<file path="src/rtl/alu_addsub_pipe_pkg.sv">
// Shared op encoding for the pipelined add/sub/compare unit.
// Imported by the interface, the slice adder and the top.
package alu_pkg;

  typedef enum logic [1:0] {
    ALU_OP_ADD = 2'b00,
    ALU_OP_SUB = 2'b01,
    ALU_OP_CMP = 2'b10,
    ALU_OP_ILL = 2'b11
  } alu_op_e;

  function automatic logic is_sub(input alu_op_e op);
    return (op == ALU_OP_SUB) || (op == ALU_OP_CMP);
  endfunction

endpackage

</file>
<file path="src/rtl/alu_addsub_pipe_if.sv">
// Issue/writeback handshake bundle for alu_addsub_pipe.
// The slave modport is the unit's view; master is the issue/consumer side.
interface alu_addsub_pipe_if
  import alu_pkg::*;
#(
  parameter int WIDTH = 32,
  parameter int TAG_W = 4
);

  logic             in_valid;
  logic             in_ready;
  alu_op_e          in_op;
  logic             in_sat;
  logic [WIDTH-1:0] in_a;
  logic [WIDTH-1:0] in_b;
  logic [TAG_W-1:0] in_tag;
  logic             out_valid;
  logic             out_ready;
  logic [WIDTH-1:0] out_s;
  logic [TAG_W-1:0] out_tag;
  logic             out_v;
  logic             out_n;
  logic             out_z;
  logic             out_un_v;
  logic             out_un_n;
  logic             out_un_z;

  modport slave (
    input  in_valid, in_op, in_sat, in_a, in_b, in_tag, out_ready,
    output in_ready, out_valid, out_s, out_tag,
    output out_v, out_n, out_z, out_un_v, out_un_n, out_un_z
  );

  modport master (
    output in_valid, in_op, in_sat, in_a, in_b, in_tag, out_ready,
    input  in_ready, out_valid, out_s, out_tag,
    input  out_v, out_n, out_z, out_un_v, out_un_n, out_un_z
  );

endinterface

</file>
<file path="src/rtl/alu_addsub_slice.sv">
// Combinational SW-bit slice adder; also reports the carry into
// its MSB so the top slice can derive signed overflow.
module alu_addsub_slice #(
  parameter int SW = 16
) (
  input  logic [SW-1:0] a_i,
  input  logic [SW-1:0] b_i,
  input  logic          ci_i,
  output logic [SW-1:0] s_o,
  output logic          co_o,
  output logic          cm_o
);

  logic [SW-1:0] low;

  assign low  = {1'b0, a_i[SW-2:0]}
              + {1'b0, b_i[SW-2:0]}
              + {{(SW-1){1'b0}}, ci_i};
  assign cm_o = low[SW-1];
  assign s_o  = {a_i[SW-1] ^ b_i[SW-1] ^ cm_o, low[SW-2:0]};
  assign co_o = (a_i[SW-1] & b_i[SW-1])
              | (cm_o & (a_i[SW-1] ^ b_i[SW-1]));

endmodule

</file>
<file path="src/rtl/alu_addsub_pipe.sv">
// Pipelined add/sub/compare with valid/ready backpressure and tag passthrough.
// Define ALU_ADDSUB_SAT_EN to enable signed saturation on in_sat.
module alu_addsub_pipe
  import alu_pkg::*;
#(
  parameter int WIDTH  = 32,
  parameter int STAGES = 2,
  parameter int TAG_W  = 4
) (
  input logic clk,
  input logic rst,
  alu_addsub_pipe_if.slave bus
);

  localparam int SW = WIDTH / STAGES;
  localparam int NR = (STAGES > 1) ? STAGES - 1 : 1;
  localparam int L  = STAGES - 1;

  logic             vld_q [NR];
  logic [WIDTH-1:0] a_q   [NR];
  logic [WIDTH-1:0] bx_q  [NR];
  logic [WIDTH-1:0] s_q   [NR];
  logic             c_q   [NR];
  alu_op_e          op_q  [NR];
  logic             sat_q [NR];
  logic [TAG_W-1:0] tag_q [NR];

  logic             ov_q, v_q, n_q, z_q, uv_q, un_q;
  logic [WIDTH-1:0] os_q;
  logic [TAG_W-1:0] otag_q;

  // Per-stage inputs: stage 0 from the bus, stage k from register k-1
  logic             x_vld [STAGES];
  logic [WIDTH-1:0] x_a   [STAGES];
  logic [WIDTH-1:0] x_bx  [STAGES];
  logic [WIDTH-1:0] x_s   [STAGES];
  logic             x_ci  [STAGES];
  alu_op_e          x_op  [STAGES];
  logic             x_sat [STAGES];
  logic [TAG_W-1:0] x_tag [STAGES];
  logic [WIDTH-1:0] s_d   [STAGES];

  logic [STAGES-1:0][SW-1:0] sl_a, sl_b, sl_s;
  logic [STAGES-1:0]         sl_ci, sl_co;
  logic                      cm_top;

  logic [STAGES-1:0] stg_vld;
  logic [STAGES:0]   rdy;

  logic             v_d, n_d, z_d, uv_d, un_d, sat_hit;
  logic [WIDTH-1:0] os_d;

  always_comb begin : p_mux
    x_vld[0] = bus.in_valid;
    x_op[0]  = bus.in_op;
    x_sat[0] = bus.in_sat;
    x_tag[0] = bus.in_tag;
    x_a[0]   = bus.in_a;
    x_bx[0]  = is_sub(bus.in_op) ? ~bus.in_b : bus.in_b;
    x_s[0]   = '0;
    x_ci[0]  = is_sub(bus.in_op);
    for (int k = 1; k < STAGES; k++) begin
      x_vld[k] = vld_q[k-1];
      x_op[k]  = op_q[k-1];
      x_sat[k] = sat_q[k-1];
      x_tag[k] = tag_q[k-1];
      x_a[k]   = a_q[k-1];
      x_bx[k]  = bx_q[k-1];
      x_s[k]   = s_q[k-1];
      x_ci[k]  = c_q[k-1];
    end
  end

  always_comb begin : p_slice_in
    sl_a  = '0;
    sl_b  = '0;
    sl_ci = '0;
    for (int k = 0; k < STAGES; k++) begin
      sl_a[k]  = x_a[k][k*SW +: SW];
      sl_b[k]  = x_bx[k][k*SW +: SW];
      sl_ci[k] = x_ci[k];
    end
  end

  for (genvar k = 0; k < STAGES; k++) begin : g_sl
    if (k == STAGES - 1) begin : g_top
      alu_addsub_slice #(.SW(SW)) u_slice (
        .a_i  (sl_a[k]),
        .b_i  (sl_b[k]),
        .ci_i (sl_ci[k]),
        .s_o  (sl_s[k]),
        .co_o (sl_co[k]),
        .cm_o (cm_top)
      );
    end else begin : g_low
      logic cm_unused;
      alu_addsub_slice #(.SW(SW)) u_slice (
        .a_i  (sl_a[k]),
        .b_i  (sl_b[k]),
        .ci_i (sl_ci[k]),
        .s_o  (sl_s[k]),
        .co_o (sl_co[k]),
        .cm_o (cm_unused)
      );
    end
  end

  always_comb begin : p_sum
    for (int k = 0; k < STAGES; k++) begin
      s_d[k] = x_s[k];
      s_d[k][k*SW +: SW] = sl_s[k];
    end
  end

  always_comb begin : p_rdy
    stg_vld = '0;
    for (int k = 0; k < STAGES - 1; k++) begin
      stg_vld[k] = vld_q[k];
    end
    stg_vld[L] = ov_q;
    rdy = '0;
    rdy[STAGES] = bus.out_ready;
    for (int k = STAGES - 1; k >= 0; k--) begin
      rdy[k] = ~stg_vld[k] | rdy[k+1];
    end
  end

  // Overflow from carry-in vs carry-out of the top bit
  always_comb begin : p_flags
    v_d  = cm_top ^ sl_co[L];
    n_d  = s_d[L][WIDTH-1] ^ v_d;
    z_d  = ~|s_d[L];
    uv_d = is_sub(x_op[L]) ? ~sl_co[L] : sl_co[L];
    un_d = is_sub(x_op[L]) & ~sl_co[L];
    os_d = (x_op[L] == ALU_OP_CMP) ? '0 : s_d[L];
    if (sat_hit) begin
      os_d = n_d ? {1'b1, {(WIDTH-1){1'b0}}}
                 : {1'b0, {(WIDTH-1){1'b1}}};
    end
  end

`ifdef ALU_ADDSUB_SAT_EN
  assign sat_hit = x_sat[L] & v_d & (x_op[L] != ALU_OP_CMP);
`else
  logic sat_unused;
  assign sat_unused = x_sat[L];
  assign sat_hit    = 1'b0;
`endif

  always_ff @(posedge clk) begin
    if (rst) begin
      for (int k = 0; k < NR; k++) begin
        vld_q[k] <= 1'b0;
        a_q[k]   <= '0;
        bx_q[k]  <= '0;
        s_q[k]   <= '0;
        c_q[k]   <= 1'b0;
        op_q[k]  <= ALU_OP_ADD;
        sat_q[k] <= 1'b0;
        tag_q[k] <= '0;
      end
      ov_q   <= 1'b0;
      os_q   <= '0;
      otag_q <= '0;
      v_q    <= 1'b0;
      n_q    <= 1'b0;
      z_q    <= 1'b0;
      uv_q   <= 1'b0;
      un_q   <= 1'b0;
    end else begin
      for (int k = 0; k < STAGES - 1; k++) begin
        if (rdy[k]) begin
          vld_q[k] <= x_vld[k];
          if (x_vld[k]) begin
            a_q[k]   <= x_a[k];
            bx_q[k]  <= x_bx[k];
            s_q[k]   <= s_d[k];
            c_q[k]   <= sl_co[k];
            op_q[k]  <= x_op[k];
            sat_q[k] <= x_sat[k];
            tag_q[k] <= x_tag[k];
          end
        end
      end
      if (rdy[L]) begin
        ov_q <= x_vld[L];
        if (x_vld[L]) begin
          os_q   <= os_d;
          otag_q <= x_tag[L];
          v_q    <= v_d;
          n_q    <= n_d;
          z_q    <= z_d;
          uv_q   <= uv_d;
          un_q   <= un_d;
        end
      end
    end
  end

  assign bus.in_ready  = rdy[0];
  assign bus.out_valid = ov_q;
  assign bus.out_s     = os_q;
  assign bus.out_tag   = otag_q;
  assign bus.out_v     = v_q;
  assign bus.out_n     = n_q;
  assign bus.out_z     = z_q;
  assign bus.out_un_v  = uv_q;
  assign bus.out_un_n  = un_q;
  assign bus.out_un_z  = z_q;

endmodule

</file>
<file path="src/flat_wrapper.sv">
// flat-port wrapper written by rule: the top's interface ports become plain ports
module alu_addsub_pipe_flat import alu_pkg::*;
#(
  parameter int WIDTH  = 32,
  parameter int STAGES = 2,
  parameter int TAG_W  = 4
)
  (clk, rst, bus_in_valid, bus_in_op, bus_in_sat, bus_in_a, bus_in_b, bus_in_tag, bus_out_ready, bus_in_ready, bus_out_valid, bus_out_s, bus_out_tag, bus_out_v, bus_out_n, bus_out_z, bus_out_un_v, bus_out_un_n, bus_out_un_z);
  alu_addsub_pipe_if #(.WIDTH(WIDTH), .TAG_W(TAG_W)) bus_i ();
  input logic clk;
  input logic rst;
  input wire logic [$bits(bus_i.in_valid)-1:0] bus_in_valid;
  input wire logic [$bits(bus_i.in_op)-1:0] bus_in_op;
  input wire logic [$bits(bus_i.in_sat)-1:0] bus_in_sat;
  input wire logic [$bits(bus_i.in_a)-1:0] bus_in_a;
  input wire logic [$bits(bus_i.in_b)-1:0] bus_in_b;
  input wire logic [$bits(bus_i.in_tag)-1:0] bus_in_tag;
  input wire logic [$bits(bus_i.out_ready)-1:0] bus_out_ready;
  output wire logic [$bits(bus_i.in_ready)-1:0] bus_in_ready;
  output wire logic [$bits(bus_i.out_valid)-1:0] bus_out_valid;
  output wire logic [$bits(bus_i.out_s)-1:0] bus_out_s;
  output wire logic [$bits(bus_i.out_tag)-1:0] bus_out_tag;
  output wire logic [$bits(bus_i.out_v)-1:0] bus_out_v;
  output wire logic [$bits(bus_i.out_n)-1:0] bus_out_n;
  output wire logic [$bits(bus_i.out_z)-1:0] bus_out_z;
  output wire logic [$bits(bus_i.out_un_v)-1:0] bus_out_un_v;
  output wire logic [$bits(bus_i.out_un_n)-1:0] bus_out_un_n;
  output wire logic [$bits(bus_i.out_un_z)-1:0] bus_out_un_z;
  assign bus_i.in_valid = bus_in_valid;
  assign bus_i.in_op = bus_in_op;
  assign bus_i.in_sat = bus_in_sat;
  assign bus_i.in_a = bus_in_a;
  assign bus_i.in_b = bus_in_b;
  assign bus_i.in_tag = bus_in_tag;
  assign bus_i.out_ready = bus_out_ready;
  assign bus_in_ready = bus_i.in_ready;
  assign bus_out_valid = bus_i.out_valid;
  assign bus_out_s = bus_i.out_s;
  assign bus_out_tag = bus_i.out_tag;
  assign bus_out_v = bus_i.out_v;
  assign bus_out_n = bus_i.out_n;
  assign bus_out_z = bus_i.out_z;
  assign bus_out_un_v = bus_i.out_un_v;
  assign bus_out_un_n = bus_i.out_un_n;
  assign bus_out_un_z = bus_i.out_un_z;
  alu_addsub_pipe #(.WIDTH(WIDTH), .STAGES(STAGES), .TAG_W(TAG_W)) u_core (.clk(clk), .rst(rst), .bus(bus_i));
endmodule
</file>
<file path="config.mk">
export PLATFORM = sky130hd
export DESIGN_NAME = alu_addsub_pipe_flat
export DESIGN_NICKNAME = d
export VERILOG_FILES = /design/src/rtl/alu_addsub_pipe_pkg.sv /design/src/rtl/alu_addsub_pipe_if.sv /design/src/rtl/alu_addsub_slice.sv /design/src/rtl/alu_addsub_pipe.sv /design/src/flat_wrapper.sv
export SDC_FILE = /design/constraint.sdc
export NUM_CORES = 1
export LEC_CHECK = 0
export CELL_PAD_IN_SITES_DETAIL_PLACEMENT = 0
export CELL_PAD_IN_SITES_GLOBAL_PLACEMENT = 1
export CORE_MARGIN = 4
export CORE_UTILIZATION = 35
export CTS_CLUSTER_DIAMETER = 120
export DETAILED_ROUTE_END_ITERATION = 8
export MAX_ROUTING_LAYER = met4
export PLACE_DENSITY_LB_ADDON = 0.1
export SKIP_LAST_GASP = 1
export SYNTH_ARGS = -nofsm -noshare
export SYNTH_HDL_FRONTEND = slang
export SYNTH_SLANG_ARGS = --single-unit
export TNS_END_PERCENT = 5
</file>
<file path="constraint.sdc">
create_clock -name clk -period 5.9 [get_ports clk]
set_input_delay 1.77 -clock clk [delete_from_list [all_inputs] [get_ports clk]]
set_output_delay 1.77 -clock clk [all_outputs]
set_load 0.1 [all_outputs]
</file>
-- Word level (Yosys, flattened, before mapping)
Memories as Yosys holds them, arrays and structs flattened. A register that Yosys moved wholly into a read port is not among the register bits.
Cells that the tools add are included.
- register bits: 38
- memory bits (writable): 88
- input port bits: 75
- memories: 7
- add/sub/neg operators: 4
- equality and inequality tests: 4
- multiplexer cells: 26
- bitwise gates (word level): 19
- reductions and logical operators: 12
- memory list (memory ; words ; bits a word ; read ports ; clocked after memory_dff ; write ports ; line ; text):
    u_core.a_q ; 1 ; 32 ; 1 ; 0 ; 1 ; alu_addsub_pipe.sv:20 ; logic [WIDTH-1:0] a_q [NR];
    u_core.bx_q ; 1 ; 32 ; 1 ; 0 ; 1 ; alu_addsub_pipe.sv:21 ; logic [WIDTH-1:0] bx_q [NR];
    u_core.s_q ; 1 ; 16 ; 1 ; 0 ; 1 ; alu_addsub_pipe.sv:22 ; logic [WIDTH-1:0] s_q [NR];
    u_core.tag_q ; 1 ; 4 ; 1 ; 1 ; 1 ; alu_addsub_pipe.sv:26 ; logic [TAG_W-1:0] tag_q [NR];
    u_core.op_q ; 1 ; 2 ; 1 ; 0 ; 1 ; alu_addsub_pipe.sv:24 ; alu_op_e op_q [NR];
    u_core.c_q ; 1 ; 1 ; 1 ; 0 ; 1 ; alu_addsub_pipe.sv:23 ; logic c_q [NR];
    +1 memories ; -- ; -- ; -- ; -- ; -- ; -- ;
- operators by type and width (operator ; count):
    two-way mux 32 bit ; 4
    OR reduction 32 bit ; 3
    adder 15 x 15 -> 16 bit ; 2
    adder 16 x 1 -> 16 bit ; 2
    inverter 32 bit ; 1
    two-way mux 1 bit ; 19
    two-way mux 16 bit ; 1
    OR reduction 16 bit ; 1
    bitwise XOR 1 bit ; 6
    bitwise AND 1 bit ; 5
    equality test 2 x 1 -> 1 bit, second input constant ; 2
    equality test 2 bit, second input constant ; 2
    two-way mux 4 bit ; 1
    bitwise OR 1 bit ; 4
    OR reduction 4 bit ; 1
    inverter 1 bit ; 3
    logical OR 1 bit ; 2
    two-way mux 2 bit ; 1
    AND reduction 2 bit ; 1
    OR reduction 1 bit ; 2
    OR reduction 2 bit ; 1
    logical NOT 1 bit ; 1

-- Logic depth before layout (Yosys ltp)
Gate-level depths: netlist of the first run.
- depth in word-level cells: 8
- mapped depth: 15

-- By module
From an unflattened synthesis of the first run, not the netlist that was laid out.
- cell total of the unflattened synthesis: 570
- area, all modules: 5671.7 sq um
- by module, submodules not included (module ; times used ; cells an instance ; area each (sq um) ; seq. area each (sq um)):
    alu_addsub_pipe ; 1 ; 364 ; 4060.1 ; 2522.4
    alu_addsub_slice at u_core.g_sl[0].g_low.u_slice ; 1 ; 103 ; 809.5 ; 0.0
    alu_addsub_slice at u_core.g_sl[1].g_top.u_slice ; 1 ; 103 ; 802.0 ; 0.0

-- Worst setup path before layout of the first run
OpenSTA, ideal clock, no wires.
- path type: input to register
- start: input bus_in_op[0]
- end: memory u_core.s_q[0][15] (netlist name) (data pin)
- library setup time: 0.141 ns
- data arrival time: 5.068 ns
- required time: 5.759 ns
- path slack: 0.691 ns
- stages on the path: 14
- cell sequence: xor2_2 > clkbuf_1 > xor2_1 > ha_1 > a31o_2 > a221oi_4 > a21oi_2 > a41oi_2 > a21oi_2 > a211oi_2 > nor2_1 > a211oi_2 > fa_1 > nor2_1
- cells in the longest elaborated chain, start to end: 7
- elaborated cells on any way between the ends: 9
- ends and longest elaborated chain (element ; line ; text):
    start: declaration ; flat_wrapper.sv:13 ; input wire logic [$bits(bus_i.in_op)-1:0] bus_in_op;
    equality test 2 x 1 -> 1 bit / equality test 2 bit (equally long branches) ; alu_addsub_pipe_pkg.sv:13 ; return (op == ALU_OP_SUB) || (op == ALU_OP_CMP);
    logical OR 1 bit * ; alu_addsub_pipe_pkg.sv:13 ;
    two-way mux 32 bit ; alu_addsub_pipe.sv:59 ; x_bx[0] = is_sub(bus.in_op) ? ~bus.in_b : bus.in_b;
    adder 15 x 15 -> 16 bit ; alu_addsub_slice.sv:17 ; + {1'b0, b_i[SW-2:0]}
    adder 16 x 1 -> 16 bit ; alu_addsub_slice.sv:18 ; + {{(SW-1){1'b0}}, ci_i};
    bitwise XOR 1 bit * ; alu_addsub_slice.sv:20 ; assign s_o = {a_i[SW-1] ^ b_i[SW-1] ^ cm_o, low[SW-2:0]};
    two-way mux 16 bit (no line) * ; -- ;
    end: declaration ; alu_addsub_pipe.sv:22 ;
Mark *: on every way between the ends. The rest lies on a longest branch, timed or not.

-- Worst setup path in the final report of the first run
Ends and elaborated chain as after synthesis.

==> impl_metrics.py, run 1 <==
metrics = {
    "critical_path": {
        "arrival_ns": 5.46,
        "critPathBufInv": 1,
        "crit_fanout": 4,
        "cp_cell_sequence": "clkdlybuf4s50_1, xor2_4, xor2_1, ha_1, a31o_2, a221oi_4, a21oi_2, a41oi_2, a21oi_2, a211oi_2, nor2_1, a211oi_2, fa_1, nor2_1",
        "worst-setup-path-type": "primary input to register",
        "required_ns": 6.09,
        "endpoint_kind": "register",
        "critical-path-max-stage-delay_ns": 0.63,
        "cp_slowest_cell": "clkdlybuf4s50_1",
        "crit_path_start_kind": "primary input",
        "critPathTopFamily": "compound AO/OA/AOI/OAI gates",
    },
    "run_status": {
        "status": "complete, no violations",
    },
    "power_and_ir_drop": {
        "powerDensity_nw_per_um2": 279,
        "finalPower_uw": 1960,
        "leakagePower_uw": 0.00267,
        "max-vdd-ir-drop_mv": 0.172,
    },
    "clocking": {
        "clkLatencyLatePin_ns": 0.35,
        "clk_pin_slew_ns": 0.07,
        "cts_resized": 0,
        "root_buffer": "clkbuf_16",
        "cts.path.max_buffers": 2,
        "ctsHoldBuffers": 0,
        "cts.sinks": 98,
        "cts_tree": "yes",
        "h-tree-depth": 3,
        "numCtsBuffers": 9,
        "post_cts.repair.setup_buffers": 0,
    },
    "sta": {
        "fin_tns_setup_ns": 0,
        "relSlewSlack_pct": 31.4,
        "max_slew.worst_pin.slew_ns": 1.03,
        "timing.final.crit_share_pct": 89.2,
        "slew_viol_final": 0,
        "timing.fmax_ghz": 0.190,
        "finalCriticalPeriod_ns": 5.26,
        "finalHoldViolations": 0,
        "rsz0062_at_grt": "false",
        "finalSetupViolCount": 0,
        "fin_skew_ns": 0.00728,
        "timing.final.ws_setup_ns": 0.639,
    },
    "synthesis": {
        "dominantRegCellSynth": "edfxtp_1",
        "synth_edf_count": 56,
        "async_flop_share_pct": 0,
        "synth_top_area_cell": "edfxtp_1",
        "ys_ff_latch": 98,
        "avgSynthCellArea_um2": 10.1,
        "syn_nets": 649,
        "synth_warnings": 0,
        "ys_seq_area_share_pct": 46.6,
        "synth_area_leaders": "edfxtp_1 (31%), dfxtp_1 (16%), ha_1 (6.9%)",
        "yosysMostFrequentCell": "nor2_1",
        "synthTopCellsByCount": "nor2_1 (62), edfxtp_1 (56), nand2_1 (46)",
        "synth_cells": 538,
        "synth_cell_types": 51,
        "synth_area_um2": 5410,
        "yosysTopAreaCellShare_pct": 31.1,
    },
    "placed_design": {
        "io_buffers": 117,
        "place.gp.congestion": 0.827,
        "dp_slack_ns": 0.249,
        "dp_cells": 822,
        "dp_hpwl_um": 9900,
    },
    "die": {
        "die_area_um2": 17500,
        "row_count": 45,
        "coreArea_um2": 15200,
        "initial_core_util_pct": 35.6,
        "ioPinCount": 119,
        "chipWidth_um": 132,
        "die_y_um": 132,
    },
    "final_layout": {
        "final_nets": 756,
        "multi_input_area_um2": 2750,
        "n_antenna_cell": 0,
        "drive_above_1_share_pct": 6.46,
        "area_growth_pct": 30.1,
        "seq_area_um2": 2520,
        "final_cells": 838,
        "n_fill_cell": 1425,
        "fin_util_pct": 46.3,
    },
    "drt": {
        "drt_first_iter_violations": 236,
        "wl_um": 13000,
        "postRouteAntennaNets": 0,
        "routedWlPerCell_um": 15.5,
        "drc": 0,
        "drt-pass1-iter-count": 4,
        "vias": 4191,
        "via_per_inst": 5.00,
    },
    "global_routing": {
        "grt-ovfl-total": 0,
        "antenna_found_initial": 0,
        "grt_usage_pct": 15.5,
        "grt_pass1_wl_um": 21100,
        "grt_pass1_vias": 4044,
        "grt_max_degree": 44,
    },
    "worst_hold_path": {
        "hp-class": "register to register",
    },
    "run": {
        "cap_violations": 0,
    },
}
==> worst register-to-register path, stage by stage, from the launching register on <==
cell	delay [ns]
edfxtp_1	0.37
ha_1	0.36
o21ai_0	0.14
o21a_1	0.21
o21ai_1	0.25
a31oi_2	0.19
o21ai_1	0.20
a21oi_2	0.13
fa_1	0.56
nor4bb_1	0.21
nand3_1	0.11
nor3_1	0.21
nand3_1	0.11
nor4_1	0.23
nand4b_1	0.13
o21ai_1	0.12
==> routing by layer <==
layer / GRT usage, % / share of wire (%)
met2: 21.8 / 43
met3: 2.52 / 3.5
met5: - / 0
met4: 5.83 / 1.8
met1: 22.5 / 52
==> state kept, by name, summed over array words and instances (netlist names) <==
name                  count
u_core.bus.out_s         32
u_core.vld_q              1
u_core.bus.out_un_v       1
u_core.bus.out_tag        4
u_core.op_q               2
u_core.a_q               16
u_core.bus.out_v          1
u_core.bus.out_n          1
u_core.bus.out_valid      1
u_core.bx_q              16
u_core.bus.out_un_z       1
u_core.tag_q              4
u_core.c_q                1
u_core.s_q               16
u_core.bus.out_un_n       1
==> kinds of logic after synthesis <==
kind of cell	Yosys count	share of synthesized area (%)
buf+inv	39	2.80
mux	3	0.601
xor+xnor	54	8.88
compound gates	99	12.8
fa+ha+maj	36	9.15
flops	98	46.6
simple gates	209	19.2
==> final cells by class <==
type                       count  area share, %
tap                          188           3.34
clock buffer                   9           3.20
timing repair buffer         123           17.2
inverter                      12          0.640
multi-input combinational    401           39.1
clock inverter                 7          0.693
sequential                    98           35.8
==> layout by cell type (no fill, tap or decap), types with 3 or more instances in the layout <==
| cell | instances |
|---|---|
| a211oi_1 | 4 |
| a211oi_2 | 3 |
| a21o_1 | 6 |
| a21oi_1 | 39 |
| a21oi_2 | 4 |
| a22oi_1 | 9 |
| a2bb2oi_1 | 3 |
| and2_1 | 25 |
| and3_1 | 3 |
| buf_4 | 7 |
| clkbuf_16 | 9 |
| clkdlybuf4s50_1 | 116 |
| dfxtp_1 | 42 |
| edfxtp_1 | 56 |
| fa_1 | 6 |
| ha_1 | 30 |
| inv_1 | 12 |
| inv_6 | 3 |
| nand2_1 | 46 |
| nand2b_1 | 4 |
| nand3_1 | 9 |
| nand3b_1 | 20 |
| nand4_1 | 3 |
| nor2_1 | 62 |
| nor2b_1 | 5 |
| nor3_1 | 17 |
| nor4_1 | 6 |
| o21a_1 | 5 |
| o21ai_0 | 6 |
| o21ai_1 | 5 |
| o21bai_1 | 4 |
| or3_1 | 3 |
| xnor2_1 | 27 |
| xor2_1 | 26 |
==> stage by stage <==
stage / cell area, µm² / hold slack (ns)
final: 7040 / 0.454
after global routing: 7040 / 0.471
after CTS: 7040 / 0.456
after detailed placement: 6770 / 0.447
after global placement: 6770 / 0.442
after floorplan: 5410 / 0.471
==> final timing paths <==
path | from | to | slack, ns | depth (start not counted)
setup / recovery | bus_in_op[0] | u_core.s_q[0][15] | 0.64 | 14
hold / removal | u_core.bus.out_s[16] | u_core.bus.out_s[16] | 0.45 | 2
setup reg to reg | u_core.bx_q[0][19] | u_core.bus.out_un_z | 2.33 | 15
hold reg to reg | u_core.bus.out_s[16] | u_core.bus.out_s[16] | 0.45 | 2
==> report_power, final <==
group / internal [µW] / leakage [µW] / total [µW] / switching [µW]
sequential: 782 / 0.000957 / 810 / 27.8
clock: 289 / 0.000141 / 551 / 261
combinational: 235 / 0.00157 / 601 / 366
total: 1310 / 0.00267 / 1960 / 655
Note: power is estimated with default switching activity, not from simulation.
==> run 2: changes to the inputs <==
==> constraint.sdc (replaced) <==
create_clock -name clk -period 5.5 [get_ports clk]
set_input_delay 1.65 -clock clk [delete_from_list [all_inputs] [get_ports clk]]
set_output_delay 1.65 -clock clk [all_outputs]
set_load 0.1 [all_outputs]
==> run 2 against run 1 <==
  * Routed wire length about the same
  * First-iteration DRC count shrank 11%
  * Clock skew shrank 0.0011 ns
  * Critical path type unchanged
  * Register-to-register slack worse by 0.41 ns
  * Flip-flop and latch count did not move
  * Cell area rose by 0.25%
  * Die area did not move
  * Combinational power is 7.3% higher
==> impl_metrics.py, run 2 (same netlist as run 1, synthesis figures left out) <==
metrics = {
    "sta": {
        "slew_viol_final": 0,
        "finalCriticalPeriod_ns": 5.07,
        "finalSetupViolCount": 0,
        "max_slew.worst_pin.slew_ns": 1.01,
        "finalHoldViolations": 0,
        "timing.final.crit_share_pct": 92.3,
        "timing.fmax_ghz": 0.197,
        "rsz0062_at_grt": "false",
        "fin_skew_ns": 0.00613,
        "fin_tns_setup_ns": 0,
        "relSlewSlack_pct": 32.6,
    },
    "final_layout": {
        "final_cell_mix": "clkdlybuf4s50_1 (116), nor2_1 (62), edfxtp_1 (56), nand2_1 (46), dfxtp_1 (42)",
        "drive_above_1_share_pct": 6.75,
        "seq_area_um2": 2520,
        "final_nets": 758,
        "largest_reg_flops": 32,
        "fin_util_pct": 46.4,
        "multi_input_area_um2": 2750,
        "area_growth_pct": 30.4,
        "final_common_cell": "clkdlybuf4s50_1",
        "n_antenna_cell": 0,
        "n_fill_cell": 1440,
    },
    "run_status": {
        "status": "complete, no violations",
    },
    "die": {
        "chipWidth_um": 132,
        "die_y_um": 132,
        "initial_core_util_pct": 35.6,
        "die_area_um2": 17500,
        "ioPinCount": 119,
        "coreArea_um2": 15200,
        "row_count": 45,
    },
    "clocking": {
        "clkLatencyLatePin_ns": 0.35,
        "post_cts.repair.setup_buffers": 0,
        "numCtsBuffers": 9,
        "cts.path.max_buffers": 2,
        "root_buffer": "clkbuf_16",
        "h-tree-depth": 3,
        "cts_tree": "yes",
        "cts_resized": 0,
        "clk_pin_slew_ns": 0.07,
        "cts.sinks": 98,
        "ctsHoldBuffers": 0,
    },
    "critical_path": {
        "endpoint_kind": "register",
        "reg2reg_slack_ns": 1.92,
        "timing.rr.end": "u_core.bus.out_un_z",
        "required_ns": 5.71,
        "crit_path_start_kind": "primary input",
        "arrival_ns": 5.28,
        "r2r_start": "u_core.bx_q[0][18]",
        "cp-startpoint": "bus_in_op[0]",
        "crit_fanout": 5,
        "worst-setup-path-type": "primary input to register",
        "endpoint": "u_core.s_q[0][15]",
        "reg2regPathDepth": 15,
    },
    "drt": {
        "wl_um": 13000,
        "drt_first_iter_violations": 211,
        "via_per_inst": 4.93,
        "drt-pass1-iter-count": 4,
        "vias": 4137,
        "postRouteAntennaNets": 0,
        "routedWlPerCell_um": 15.4,
        "drc": 0,
    },
    "global_routing": {
        "grt-ovfl-total": 0,
        "grt_usage_pct": 15.7,
        "grt_pass1_wl_um": 21300,
        "grt_max_degree": 56,
        "antenna_found_initial": 0,
        "grt_pass1_vias": 4093,
    },
    "power_and_ir_drop": {
        "power_frac_seq_pct": 41.2,
        "power.share.combinational_pct": 30.6,
        "internal_power_uw": 1400,
        "max-vdd-ir-drop_mv": 0.153,
        "switching_share_pct": 33.4,
        "switchingPower_uw": 705,
        "power_frac_clock_pct": 28.2,
        "leakagePower_uw": 0.00268,
        "powerDensity_nw_per_um2": 299,
    },
    "worst_hold_path": {
        "hp-class": "register to register",
    },
    "run": {
        "cap_violations": 0,
    },
    "placed_design": {
        "io_buffers": 117,
        "dp_hpwl_um": 9810,
        "place.gp.congestion": 0.810,
    },
}
run 2: cell types whose count changed in the layout (fill, tap and decap cells not counted):
cell,delta
clkinv_4,+1
inv_4,-1
buf_4,+2
run 2: worst max-delay path: stages:
cell             delay, ns
clkdlybuf4s50_1       0.62
xor2_4                0.30
xor2_1                0.23
ha_1                  0.28
a31o_2                0.27
a221oi_4              0.32
a21oi_2               0.13
a41oi_2               0.28
a21oi_2               0.11
a211oi_2              0.27
nor2_1                0.09
a211oi_2              0.18
fa_1                  0.44
nor2_1                0.11
run 2: area by class of cell:
class | instances | share of cell area [%]
well taps | 188 | 3.33
multi-input cells | 401 | 39.0
inverters | 12 | 0.638
repair buffers | 125 | 17.4
flip-flops and latches | 98 | 35.7
clock buffers | 9 | 3.19
clock inverters | 7 | 0.727
run 2: layer usage:
layer	GRT usage, %	part of all wire [%]
met1	23.4	52
met2	21.5	42
met3	3.40	4.8
met4	4.16	1.2
met5	-	0
run 2: through the flow:
step                      hold slack [ns]  instances  cell area [µm²]  power [µW]  setup WS, ns
after detailed placement            0.444        824             6780        1540        0.0541
after global routing                0.474        840             7060        2230         0.176
after CTS                           0.453        840             7060        2130         0.407
after floorplan                     0.471        538             5410        1340         0.411
final                               0.451        840             7060        2110         0.425
after global placement              0.441        824             6780        1530         0.107
run 2: worst min path at each step:
| stage | start | end | slack (ns) | cells past startpoint |
|---|---|---|---|---|
| detailed placement | u_core.bus.out_s[3] | u_core.bus.out_s[3] | 0.44 | 2 |
| CTS | u_core.bus.out_s[1] | u_core.bus.out_s[1] | 0.45 | 2 |
| global placement | u_core.bus.out_s[16] | u_core.bus.out_s[16] | 0.44 | 2 |
| global route | u_core.bus.out_s[0] | u_core.bus.out_s[0] | 0.47 | 2 |
| floorplan | u_core.tag_q[0][0] | u_core.bus.out_tag[0] | 0.47 | 2 |
| finish | u_core.bus.out_s[3] | u_core.bus.out_s[3] | 0.45 | 2 |
run 2: power groups by stage:
| stage | Clock [µW] | Combinational (µW) | Sequential (µW) |
|---|---|---|---|
| finish | 594 | 645 | 870 |
| global route | 650 | 707 | 876 |
| CTS | 614 | 651 | 870 |
| detailed placement | 0 | 649 | 886 |
| global placement | 0 | 645 | 885 |
| floorplan | 0 | 349 | 992 |
==> run 3: changes to the inputs <==
--- a/config.mk
+++ b/config.mk
@@ -9,7 +9,7 @@
 export CELL_PAD_IN_SITES_GLOBAL_PLACEMENT = 1
 export CORE_MARGIN = 4
 export CORE_UTILIZATION = 35
-export CTS_CLUSTER_DIAMETER = 120
+export CTS_CLUSTER_DIAMETER = 100
 export DETAILED_ROUTE_END_ITERATION = 8
 export MAX_ROUTING_LAYER = met4
 export PLACE_DENSITY_LB_ADDON = 0.1
==> results of run 3 <==
No change in the layout: final DEF, timing and power equal those of run 2.
